### src/rtl/ram_pkg.sv
// Constants and FSM state type shared by the DDR3 application-port logic.
package ram_pkg;

    localparam logic [2:0] APP_CMD_WRITE = 3'b000;
    localparam logic [2:0] APP_CMD_READ  = 3'b001;
    localparam int RAM_ADDR_BITS = 29;
    localparam int RAM_DATA_BITS = 256;

    typedef enum logic [2:0] {
        ST_IDLE,
        ST_REQ,
        ST_F0,
        ST_F1,
        ST_F2,
        ST_ISSUE,
        ST_REL
    } wr_state_e;

endpackage

### src/rtl/ram_write_issuer.sv
// Per-client write-burst issuer: packs one address plus two 128-bit FIFO words
// into one 256-bit MIG write and issues up to MAX_BURSTS bursts per grant.
//
// state | meaning
// IDLE  | waiting for the request threshold (or flush with one complete burst)
// REQ   | req high, waiting for grant; burst counter cleared
// F0    | pop address and first data word
// F1    | capture address and word0, pop second data word
// F2    | capture word1, raise app_en and app_wdf_wren
// ISSUE | hold command and data channels until each is accepted
// REL   | drop req, pulse done
module ram_write_issuer
    import ram_pkg::*;
#(
    parameter int unsigned MIN_BURSTS = 4,
    parameter int unsigned MAX_BURSTS = 8
) (
    input  logic                     clk_ram,
    input  logic                     rst,
    output logic                     data_rd_en,
    input  logic [127:0]             data_rd_data,
    input  logic [9:0]               data_rd_size,
    output logic                     addr_rd_en,
    input  logic [RAM_ADDR_BITS-1:0] addr_rd_data,
    input  logic [7:0]               addr_rd_size,
    input  logic                     flush,
    output logic                     flush_done,
    output logic                     req,
    input  logic                     grant,
    output logic                     done,
    output logic [RAM_ADDR_BITS-1:0] app_addr,
    output logic [2:0]               app_cmd,
    output logic                     app_en,
    input  logic                     app_rdy,
    output logic [RAM_DATA_BITS-1:0] app_wdf_data,
    output logic [31:0]              app_wdf_mask,
    output logic                     app_wdf_wren,
    output logic                     app_wdf_end,
    input  logic                     app_wdf_rdy,
    output logic                     misalign_err,
    output logic [31:0]              burst_count
);

    wr_state_e                  state_q;
    logic [15:0]                n_q;
    logic                       req_q, done_q, flush_done_q;
    logic                       data_rd_en_q, addr_rd_en_q;
    logic                       app_en_q, app_wdf_wren_q;
    logic [RAM_ADDR_BITS-1:0]   app_addr_q;
    logic [RAM_DATA_BITS-1:0]   app_wdf_data_q;
    logic                       misalign_err_q;
    logic [31:0]                burst_count_q;

    logic burst_avail, thresh_met;
    logic app_en_d, app_wdf_wren_d;

    always_comb begin
        burst_avail    = (addr_rd_size != 8'd0) && (data_rd_size >= 10'd2);
        thresh_met     = (32'(addr_rd_size) >= MIN_BURSTS) &&
                         (32'(data_rd_size) >= 2 * MIN_BURSTS);
        // a channel retires in the same cycle its handshake completes
        app_en_d       = app_en_q && !app_rdy;
        app_wdf_wren_d = app_wdf_wren_q && !app_wdf_rdy;
    end

    always_ff @(posedge clk_ram) begin
        if (rst) begin
            state_q        <= ST_IDLE;
            n_q            <= '0;
            req_q          <= 1'b0;
            done_q         <= 1'b0;
            flush_done_q   <= 1'b0;
            data_rd_en_q   <= 1'b0;
            addr_rd_en_q   <= 1'b0;
            app_en_q       <= 1'b0;
            app_wdf_wren_q <= 1'b0;
            app_addr_q     <= '0;
            app_wdf_data_q <= '0;
            misalign_err_q <= 1'b0;
            burst_count_q  <= '0;
        end else begin
            data_rd_en_q <= 1'b0;
            addr_rd_en_q <= 1'b0;
            done_q       <= 1'b0;
            flush_done_q <= flush && (state_q == ST_IDLE) && !burst_avail;
            case (state_q)
                ST_IDLE: begin
                    if (thresh_met || (flush && burst_avail)) begin
                        state_q <= ST_REQ;
                        req_q   <= 1'b1;
                    end
                end
                ST_REQ: begin
                    if (grant) begin
                        n_q          <= '0;
                        state_q      <= ST_F0;
                        addr_rd_en_q <= 1'b1;
                        data_rd_en_q <= 1'b1;
                    end
                end
                ST_F0: begin
                    data_rd_en_q <= 1'b1;
                    state_q      <= ST_F1;
                end
                ST_F1: begin
                    app_addr_q <= {addr_rd_data[RAM_ADDR_BITS-1:3], 3'b000};
                    if (addr_rd_data[2:0] != 3'b000) begin
                        misalign_err_q <= 1'b1;
                    end
                    app_wdf_data_q[127:0] <= data_rd_data;
                    state_q               <= ST_F2;
                end
                ST_F2: begin
                    app_wdf_data_q[255:128] <= data_rd_data;
                    app_en_q                <= 1'b1;
                    app_wdf_wren_q          <= 1'b1;
                    state_q                 <= ST_ISSUE;
                end
                ST_ISSUE: begin
                    app_en_q       <= app_en_d;
                    app_wdf_wren_q <= app_wdf_wren_d;
                    if (!app_en_d && !app_wdf_wren_d) begin
                        n_q           <= n_q + 16'd1;
                        burst_count_q <= burst_count_q + 32'd1;
                        if ((32'(n_q) + 32'd1 < MAX_BURSTS) && burst_avail) begin
                            state_q      <= ST_F0;
                            addr_rd_en_q <= 1'b1;
                            data_rd_en_q <= 1'b1;
                        end else begin
                            state_q <= ST_REL;
                            req_q   <= 1'b0;
                            done_q  <= 1'b1;
                        end
                    end
                end
                ST_REL: begin
                    state_q <= ST_IDLE;
                end
                default: begin
                    state_q <= ST_IDLE;
                end
            endcase
        end
    end

    assign data_rd_en   = data_rd_en_q;
    assign addr_rd_en   = addr_rd_en_q;
    assign flush_done   = flush_done_q;
    assign req          = req_q;
    assign done         = done_q;
    assign app_addr     = app_addr_q;
    assign app_cmd      = APP_CMD_WRITE;
    assign app_en       = app_en_q;
    assign app_wdf_data = app_wdf_data_q;
    assign app_wdf_mask = 32'd0;
    assign app_wdf_wren = app_wdf_wren_q;
    assign app_wdf_end  = app_wdf_wren_q;
    assign misalign_err = misalign_err_q;
    assign burst_count  = burst_count_q;

endmodule
### config.mk
export PLATFORM = sky130hd
export DESIGN_NAME = ram_write_issuer
export DESIGN_NICKNAME = d
export VERILOG_FILES = /design/src/rtl/ram_pkg.sv /design/src/rtl/ram_write_issuer.sv
export SDC_FILE = /design/constraint.sdc
export NUM_CORES = 1
export LEC_CHECK = 0
export CORE_AREA = 5 5 207 209
export DETAILED_ROUTE_END_ITERATION = 16
export DIE_AREA = 0 0 212 214
export GPL_TIMING_DRIVEN = 0
export SYNTH_ARGS = -nofsm -noshare
export SYNTH_HDL_FRONTEND = slang
export SYNTH_SLANG_ARGS = --single-unit
### constraint.sdc
create_clock -name clk_ram -period 4.6 [get_ports clk_ram]
set_input_delay 0.92 -clock clk_ram [delete_from_list [all_inputs] [get_ports clk_ram]]
set_output_delay 0.92 -clock clk_ram [all_outputs]
set_load 0.02 [all_outputs]
* Word-level counts from Yosys, hierarchy flattened *
Cells that the tools add are included.

storage, ports and cells
  output and inout port bits = 361
  input port bits = 181
  bits in registers = 341
  word-level logic and storage cells = 79

cells by class
  mux-type cells = 20
  add/subtract/negate cells = 3
  reduce and logical (&&, ||, !) cells = 27
  bitwise operators = 2
  order comparisons = 4
  equality and inequality tests = 9

operators by type and width
  cell                                                                count
  adder 32 x 1 -> 32 bit, second input constant                       1
  2-to-1 mux 16 bit                                                   2
  one-hot mux 16 bit (2 select lines)                                 1
  one-hot mux 3 bit (6 select lines)                                  1
  adder 16 x 1 -> 17 bit, second input constant                       1
  < comparator 17 x 4 -> 1 bit, second input constant                 1
  adder 16 x 1 -> 16 bit, second input constant                       1
  2-to-1 mux 3 bit                                                    4
  greater-or-equal comparator 10 x 2 -> 1 bit, second input constant  1
  greater-or-equal comparator 10 x 4 -> 1 bit, second input constant  1
  logical AND 1 bit                                                   9
  greater-or-equal comparator 8 x 3 -> 1 bit, second input constant   1
  one-hot mux 1 bit (2 select lines)                                  4
  nonzero test 8 bit                                                  1
  2-to-1 mux 1 bit                                                    7
  equality test 3 x 2 -> 1 bit, second input constant                 2
  equality test 3 bit, second input constant                          2
  inequality test 2 bit, second input constant                        3
  AND reduction 3 bit                                                 2
  nonzero test 2 bit                                                  3
  logical NOT 1 bit                                                   5
  AND reduction 2 bit                                                 2
  AND reduction 4 bit                                                 1
  equality test 3 x 1 -> 1 bit, second input constant                 1
  7 further kinds                                                     8

* Longest topological paths before layout *
Gate-level depths: netlist of run 1.

  depth after elaboration = 6
  gate-level depth with buffers = 8
  gate-level depth less buffers = 6

* Worst setup path before layout of run 1 *
No wires, ideal clock.

  path kind = in2reg
  start = in app_wdf_rdy
  end = reg n_q[7]
  arrival = 2,254 ps
  path slack = 2,276 ps
  stages on the path = 5
  library setup time = 70 ps
  path through = nor2b_1 -> or4_1 -> clkbuf_1 -> or4_1 -> a21oi_1

on the way
  longest elaborated chain between the ends = 6

ends and longest elaborated chain
  item                             line                     text
  start: declaration               ram_write_issuer.sv:39   input logic app_wdf_rdy,
  logical NOT 1 bit                ram_write_issuer.sv:63   app_wdf_wren_d = app_wdf_wren_q && !app_wdf_rdy;
  logical AND 1 bit                ram_write_issuer.sv:63
  logical NOT 1 bit                ram_write_issuer.sv:122  if (!app_en_d && !app_wdf_wren_d) begin
  logical AND 1 bit                ram_write_issuer.sv:122
  inequality test 2 bit (no line)  n/a
  AND reduction 3 bit (no line)    n/a
  end signal: assignment           ram_write_issuer.sv:123  n_q <= n_q + 16'd1;
  end: declaration                 ram_write_issuer.sv:45   logic [15:0] n_q;

No other way between the ends.
A chain may end at the register's enable or synchronous reset.

* Worst setup path after layout of run 1 *
  start = in app_wdf_rdy
  end = reg burst_count_q[29] (netlist: burst_count[29])

on the way
  longest elaborated chain between the ends = 5

ends and longest elaborated chain
  item                           line                     text
  logical NOT 1 bit              ram_write_issuer.sv:63
  logical AND 1 bit              ram_write_issuer.sv:63
  logical NOT 1 bit              ram_write_issuer.sv:122
  logical AND 1 bit              ram_write_issuer.sv:122
  AND reduction 2 bit (no line)  n/a
  end signal: assignment         ram_write_issuer.sv:124  burst_count_q <= burst_count_q + 32'd1;
  end: declaration               ram_write_issuer.sv:52   logic [31:0] burst_count_q;

No other way between the ends.

==> metrics.md, run 1 <==
| Metric | Value |
|---|---|
| Commonest non-fill, non-tap cell in the layout | `nand2_1` |
| Fin Hold WS | `0.451 ns` |
| Resized cells post-CTS | `0` |
| Post-DRT Antenna Nets | `0` |
| Finished Core Util | `between 40% and 50%` |
| Reg2Reg Depth | `7` |
| Max clock buf depth | `3` |
| Post-Layout Cell Count | `2793` |
| Area Growth Syn to Fin | `55.0%` |
| Global-route wire length before repair | `79000 um` |
| Pwr Total | `6.83 mW` |
| Sequential area share after synthesis | `about 53%` |
| Crit Path Max Fanout | `10` |
| Yosys Warn Count | `0` |
| Worst min path class | `reg -> reg` |
| Synth Register Bits | `about 340` |
| Setup_tns | `0 ns` |
| 1st-pass router iterations | `7` |
| Die X | `212 um` |
| Avg WL per Cell | `18.7 um` |
| Hold Violations, Final | `0` |
| TritonCTS clock tree | `done` |
| Pre-CTS setup slack | `between 1 and 1.5 ns` |
| Fin crit period | `2.71 ns` |
| Post-synth EDFFs | `0` |
| Synth top area share | `52.8%` |
| Dpl cell area | `0.0187 sq mm` |
| Post-route design area | `0.0200 sq mm` |
| Critical Path AT | `3.19 ns` |
| Least-Margin Pin Slew | `1.13 ns` |
| HP Start | `app_wdf_data[254]$_SDFFE_PP0P_` |
| Vias per inst | `4.84` |
| Clock-pin slew on the worst setup and hold paths | `0.06 ns` |
| Power Dens Cells | `341 mW/mm^2` |
| Synthesized area | `roughly 0.013 sq mm` |
| Synth cell types | `46` |
| CP required | `5.07 ns` |
| Most frequent cells in the layout | `nand2_1 (596), clkdlybuf4s50_1 (501), dfxtp_1 (341), a21oi_1 (325), clkbuf_1 (124)` |
| Max_slew headroom | `24.5%` |
| Die extent in y | `~210 um` |
| Row cnt | `74` |
| Share of cells above drive strength 1 | `4.73%` |
| # fillers | `3949` |
| DRC viols | `0` |
| Iter 0 DRT Violations | `815` |
| Reg2Reg Setup Slack | `1.96 ns` |
| Htree depth | `2` |
| RSZ-0062 raised after global routing | `false` |
| Startpoint Class | `primary input` |
| WS Path Type | `in -> reg` |
| Routed WL | `around 52000 um` |
| Antenna violations before repair | `1` |
| CTS buffer count | `40` |
| Syn Inst Count | `1654` |
| Ys async rst share | `0%` |
| Largest net degree at the start of global routing | `13` |
| Status | `finished clean` |
| Hold path depth | `2` |
| DP Cell Count | `2724` |
| Top post-synthesis cells by area | `dfxtp_1 (53%), nand2_1 (17%), a21oi_1 (13%)` |
| Max Cap Viol | `0` |
| Worst skew pair latency | `0.54 ns` |
| Worst R2R Start | `state_q[1]$_SDFFE_PP0P_` |
| Peak VDD IR | `between 200 and 250 uV` |
| # Post-CTS Setup Buffers | `0` |
| Clk root buf | `clkbuf_16` |
| Post-synth top flop | `dfxtp_1` |
| Nets | `roughly 2400` |
| Cell taking the most area after synthesis | `dfxtp_1` |
| I/O Buffers | `501` |
| WHS Endpoint | `app_wdf_data[254]$_SDFFE_PP0P_` |
| Multi-input logic area | `0.00547 sq mm` |
| Worst Skew | `0.0156 ns` |
| Initial core utilization | `31.8%` |
| Area of the die | `0.0454 sq mm` |
| # setup viols final | `0` |
| HPWL Detailed | `40000 um` |
| Reg-to-Reg End | `app_wdf_data[218]$_SDFFE_PP0P_` |
| Period Utilization, post-route | `59.0%` |
| CTS sink count | `341` |
| Core box area | `0.0406 sq mm` |
| Vias | `13506` |
| RePlAce Congestion | `approximately 0.88` |
| Max-slew violation total from the final report | `0` |
| Global route total overflow | `0` |
| Number of global-route vias before repair | `between 10000 and 15000` |
| FF/Latch Area | `~0.0068 sq mm` |
| GR Util All Layers | `between 20% and 30%` |
| Peak Freq | `~370 MHz` |
| P_leak | `between 6 and 7 nW` |
| CTS hold repair buffers | `0` |
| I/O Pins | `around 540` |
| CP Capture Type | `register` |
| Syn avg cell area | `between 7 and 8 sq um` |
| Fin worst setup slack | `~1.9 ns` |
## logic make-up after synthesis
kind of cell | share of synthesized area (%)
AO/OA/AOI/OAI | 15.6
XOR/XNOR | 1.02
adder cells (fa/ha/maj) | 0.194
buffers and inverters | 5.96
flip-flops | 52.8
multiplexers | 0.155
other | 0.0290
AND/OR/NAND/NOR | 24.3
## final cells by class
type                    count  area share (%)
plain buffers             160            3.75
clock inverters             9           0.506
clock buffers              59            5.95
diodes                      1          0.0125
repair buffers            501            25.0
inverters                   5          0.0936
multi-input cells        1185            27.3
well taps                 532            3.32
flip-flops and latches    341            34.1
## critical path: stages
cell	delay (ns)
clkdlybuf4s50_1	0.48
nor2b_1	0.09
nor4_4	0.53
nand3_1	0.32
buf_2	0.29
or4_1	0.41
a21oi_1	0.14
## per-layer routing
metal	global-route usage, %	vias to the layer above	wire (um)
li1	-	6608	-
met1	26.3	6378	21000
met2	38.6	452	25800
met3	6.60	68	4430
met4	5.48	0	1050
met5	0	-	0
## synth_stat cells, drive strengths merged, types with 9 or more instances
| library cell | number |
|---|---|
| a21oi | 325 |
| and3 | 9 |
| buf | 44 |
| clkbuf | 116 |
| dfxtp | 341 |
| nand2 | 596 |
| nand3 | 22 |
| nand4 | 18 |
| nor2 | 31 |
| o21ai | 18 |
| o31ai | 14 |
| or3 | 16 |
| or4 | 15 |
| xor2 | 11 |
## how the worst max path moves through the flow
| stage | from | end | slack, ns | cells past startpoint |
|---|---|---|---|---|
| 3_3_place_gp | app_wdf_rdy | burst_count[29]$_SDFFE_PP0P_ | 1.31 | 7 |
| 3_5_place_dp | app_wdf_rdy | burst_count[29]$_SDFFE_PP0P_ | 1.35 | 7 |
| 6_report | app_wdf_rdy | burst_count[29]$_SDFFE_PP0P_ | 1.89 | 7 |
| 2_1_floorplan | app_wdf_rdy | n_q[7]$_SDFFE_PP0P_ | 2.28 | 5 |
| 4_1_cts | state_q[1]$_SDFFE_PP0P_ | app_wdf_data[162]$_SDFFE_PP0P_ | 1.84 | 7 |
| 5_1_grt | state_q[1]$_SDFFE_PP0P_ | app_wdf_data[162]$_SDFFE_PP0P_ | 1.70 | 7 |
## registers in the layout (all words and copies together), names as in the netlist
name / count
app_wdf_data: 256
done: 1
data_rd_en: 1
app_wdf_end: 1
misalign_err: 1
flush_done: 1
addr_rd_en: 1
app_addr: 26
n_q: 16
req: 1
state_q: 3
app_en: 1
burst_count: 32
## power breakdown
| part | internal (mW) | leakage, nW | total (mW) | switching [mW] |
|---|---|---|---|---|
| Combinational | 0.296 | 3.36 | 0.642 | 0.346 |
| Clock | 1.90 | 0.639 | 3.16 | 1.26 |
| Sequential | 3.01 | 2.75 | 3.04 | 0.0285 |
No activity file was read; power rests on OpenSTA's default activity.
==> inputs of run 2 (changes only) <==
--- a/config.mk
+++ b/config.mk
@@ -5,9 +5,9 @@
 export SDC_FILE = /design/constraint.sdc
 export NUM_CORES = 1
 export LEC_CHECK = 0
-export CORE_AREA = 5 5 207 209
+export CORE_AREA = 5 5 208 210
 export DETAILED_ROUTE_END_ITERATION = 16
-export DIE_AREA = 0 0 212 214
+export DIE_AREA = 0 0 213 215
 export GPL_TIMING_DRIVEN = 0
 export SYNTH_ARGS = -nofsm -noshare
 export SYNTH_HDL_FRONTEND = slang
==> constraint.sdc (replaced) <==
create_clock -name clk_ram -period 2.5 [get_ports clk_ram]
set_input_delay 0.5 -clock clk_ram [delete_from_list [all_inputs] [get_ports clk_ram]]
set_output_delay 0.5 -clock clk_ram [all_outputs]
set_load 0.02 [all_outputs]
==> run 2 against run 1 <==
Sequential power up 84%. Cell count rose by 0.39%. Total power grew 90%. Critical path depth decreased by 1. Combinational power up 84%. Global-route usage barely moved. Worst setup slack got worse by 1.8 ns. Register-to-register slack lost 1.8 ns. Clock power rose by 97%. Critical endpoint is now addr_rd_en$_SDFF_PP0_. Largest cell class unchanged. Highest routed layer is now met5.
==> metrics.md, run 2 (synthesized netlist as in run 1, its figures left out) <==
| Metric | Value |
|---|---|
| Worst min path class | `reg -> reg` |
| Area Growth Syn to Fin | `56.1%` |
| CP Capture Type | `register` |
| Least-Margin Pin Slew | `1.02 ns` |
| CP required | `2.92 ns` |
| WP buf/inv | `1` |
| Row cnt | `between 70 and 80` |
| CTS buffer count | `39` |
| Share of cells above drive strength 1 | `5.44%` |
| Crit path max-delay family | `simple AND/OR/NAND/NOR gates` |
| HPWL Detailed | `40400 um` |
| Vias | `~14000` |
| Clock-pin slew on the worst setup and hold paths | `around 0.060 ns` |
| Post-Layout Cell Count | `2804` |
| # setup viols final | `0` |
| Critical Path AT | `around 2.8 ns` |
| Area of the die | `0.0458 sq mm` |
| I/O Pins | `around 540` |
| Number of global-route vias before repair | `13143` |
| Fin Hold WS | `0.450 ns` |
| Clk root buf | `clkbuf_16` |
| Hold Violations, Final | `0` |
| Largest register FFs | `256` |
| Crit-path max cell delay | `0.64 ns` |
| Worst Skew | `0.0218 ns` |
| Die extent in y | `215 um` |
| Startpoint Class | `register` |
| Peak VDD IR | `432 uV` |
| Max Cap Viol | `0` |
| Status | `finished clean` |
| Initial core utilization | `a little under a third` |
| Period Utilization, post-route | `94.9%` |
| Global route total overflow | `0` |
| Crit-path cells | `clkbuf_1 > and4_1 > nand4_1 > xnor2_1 > or4_1 > o32ai_1` |
| GR Util All Layers | `between 20% and 30%` |
| Max-slew violation total from the final report | `0` |
| Avg WL per Cell | `~19 um` |
| Fin crit period | `between 2 and 2.5 ns` |
| DRC viols | `0` |
| Worst skew pair latency | `0.54 ns` |
| WS Path Type | `reg -> reg` |
| RSZ-0062 raised after global routing | `false` |
| Global-route wire length before repair | `79000 um` |
| CTS hold repair buffers | `0` |
| DP Cell Count | `2731` |
| Finished Core Util | `about half` |
| Crit Path Max Fanout | `9` |
| RePlAce Congestion | `0.912` |
| I/O Buffers | `501` |
| Max clock buf depth | `3` |
| Power Dens Cells | `643 mW/mm^2` |
| Routed WL | `53000 um` |
| Core box area | `between 0.04 and 0.05 sq mm` |
| TritonCTS clock tree | `done` |
| Nets | `2417` |
| CTS sink count | `about 340` |
| Most frequent cells in the layout | `nand2_1 (596), clkdlybuf4s50_1 (501), dfxtp_1 (341), a21oi_1 (325), clkbuf_1 (112)` |
| Die X | `~210 um` |
| Pwr Total | `13.0 mW` |
| Largest net degree at the start of global routing | `14` |
| Htree depth | `2` |
| Slowest cell on crit path | `or4_1` |
| Peak Freq | `about 420 MHz` |
| Post-DRT Antenna Nets | `0` |
| Antenna violations before repair | `5` |
| 1st-pass router iterations | `5` |
| Max_slew headroom | `31.8%` |
| Iter 0 DRT Violations | `735` |
| Commonest non-fill, non-tap cell in the layout | `nand2_1` |
| Vias per inst | `4.82` |
| P_leak | `between 6 and 7 nW` |
==> run 2: power breakdown <==
part	switching (mW)	leakage (nW)	internal, mW	total (mW)
clock network	2.35	0.682	3.86	6.21
registers	0.0531	2.75	5.53	5.59
logic	0.639	3.39	0.545	1.18
total	3.05	6.83	9.94	13.0
==> run 2: worst paths after layout <==
path	start	end	slack [ns]	cells after the start
setup reg to reg	n_q[3]$_SDFFE_PP0P_	addr_rd_en$_SDFF_PP0_	0.13	6
hold / removal	app_wdf_data[89]$_SDFFE_PP0N_	app_wdf_data[89]$_SDFFE_PP0N_	0.45	2
setup / recovery	n_q[3]$_SDFFE_PP0P_	addr_rd_en$_SDFF_PP0_	0.13	6
hold reg to reg	app_wdf_data[89]$_SDFFE_PP0N_	app_wdf_data[89]$_SDFFE_PP0N_	0.45	2
==> run 2: cell type report <==
type                            count  area (sq um)
Fill cell                        4039         21200
Sequential cell                   341          6830
Multi-Input combinational cell   1185          5480
Timing Repair Buffer              504          5040
Clock buffer                       51          1110
Buffer                            158           753
Tap cell                          539           674
Clock inverter                     18           274
Inverter                            5          18.8
Antenna cell                        3          7.51
==> run 2: what timing repair did <==
item,in CTS,in global routing
gates resized for setup,3,11
buffers inserted,3,0
endpoints found under the hold margin,0,0
setup endpoints to repair,38,87
pin swaps,1,0
==> run 2: routing by layer <==
metal  wire [um]  vias up  track usage, %
met3        4230       72            6.21
li1            -     6609               -
met4        1250        2            6.29
met2       25700      446            37.2
met1       21800     6378            27.2
met5           7        -               0
==> run 2: metrics by stage <==
stage	TNS (ns)	setup WS [ns]	cell area [sq um]
after floorplan	0	0.346	13100
after CTS	0	0.0245	20200
final	0	0.128	20200
after detailed placement	-13.72	-0.377	18800
after global routing	0	0.00333	20200
after global placement	-9.32	-0.361	18800
==> run 2: worst reg2reg max path: cells and delay by family, from the launching register on <==
kind / cells / cell delay, ns
simple gates: 3 / 1.14
xor+xnor: 1 / 0.17
flops: 1 / 0.30
buf+inv: 1 / 0.29
compound gates: 1 / 0.36
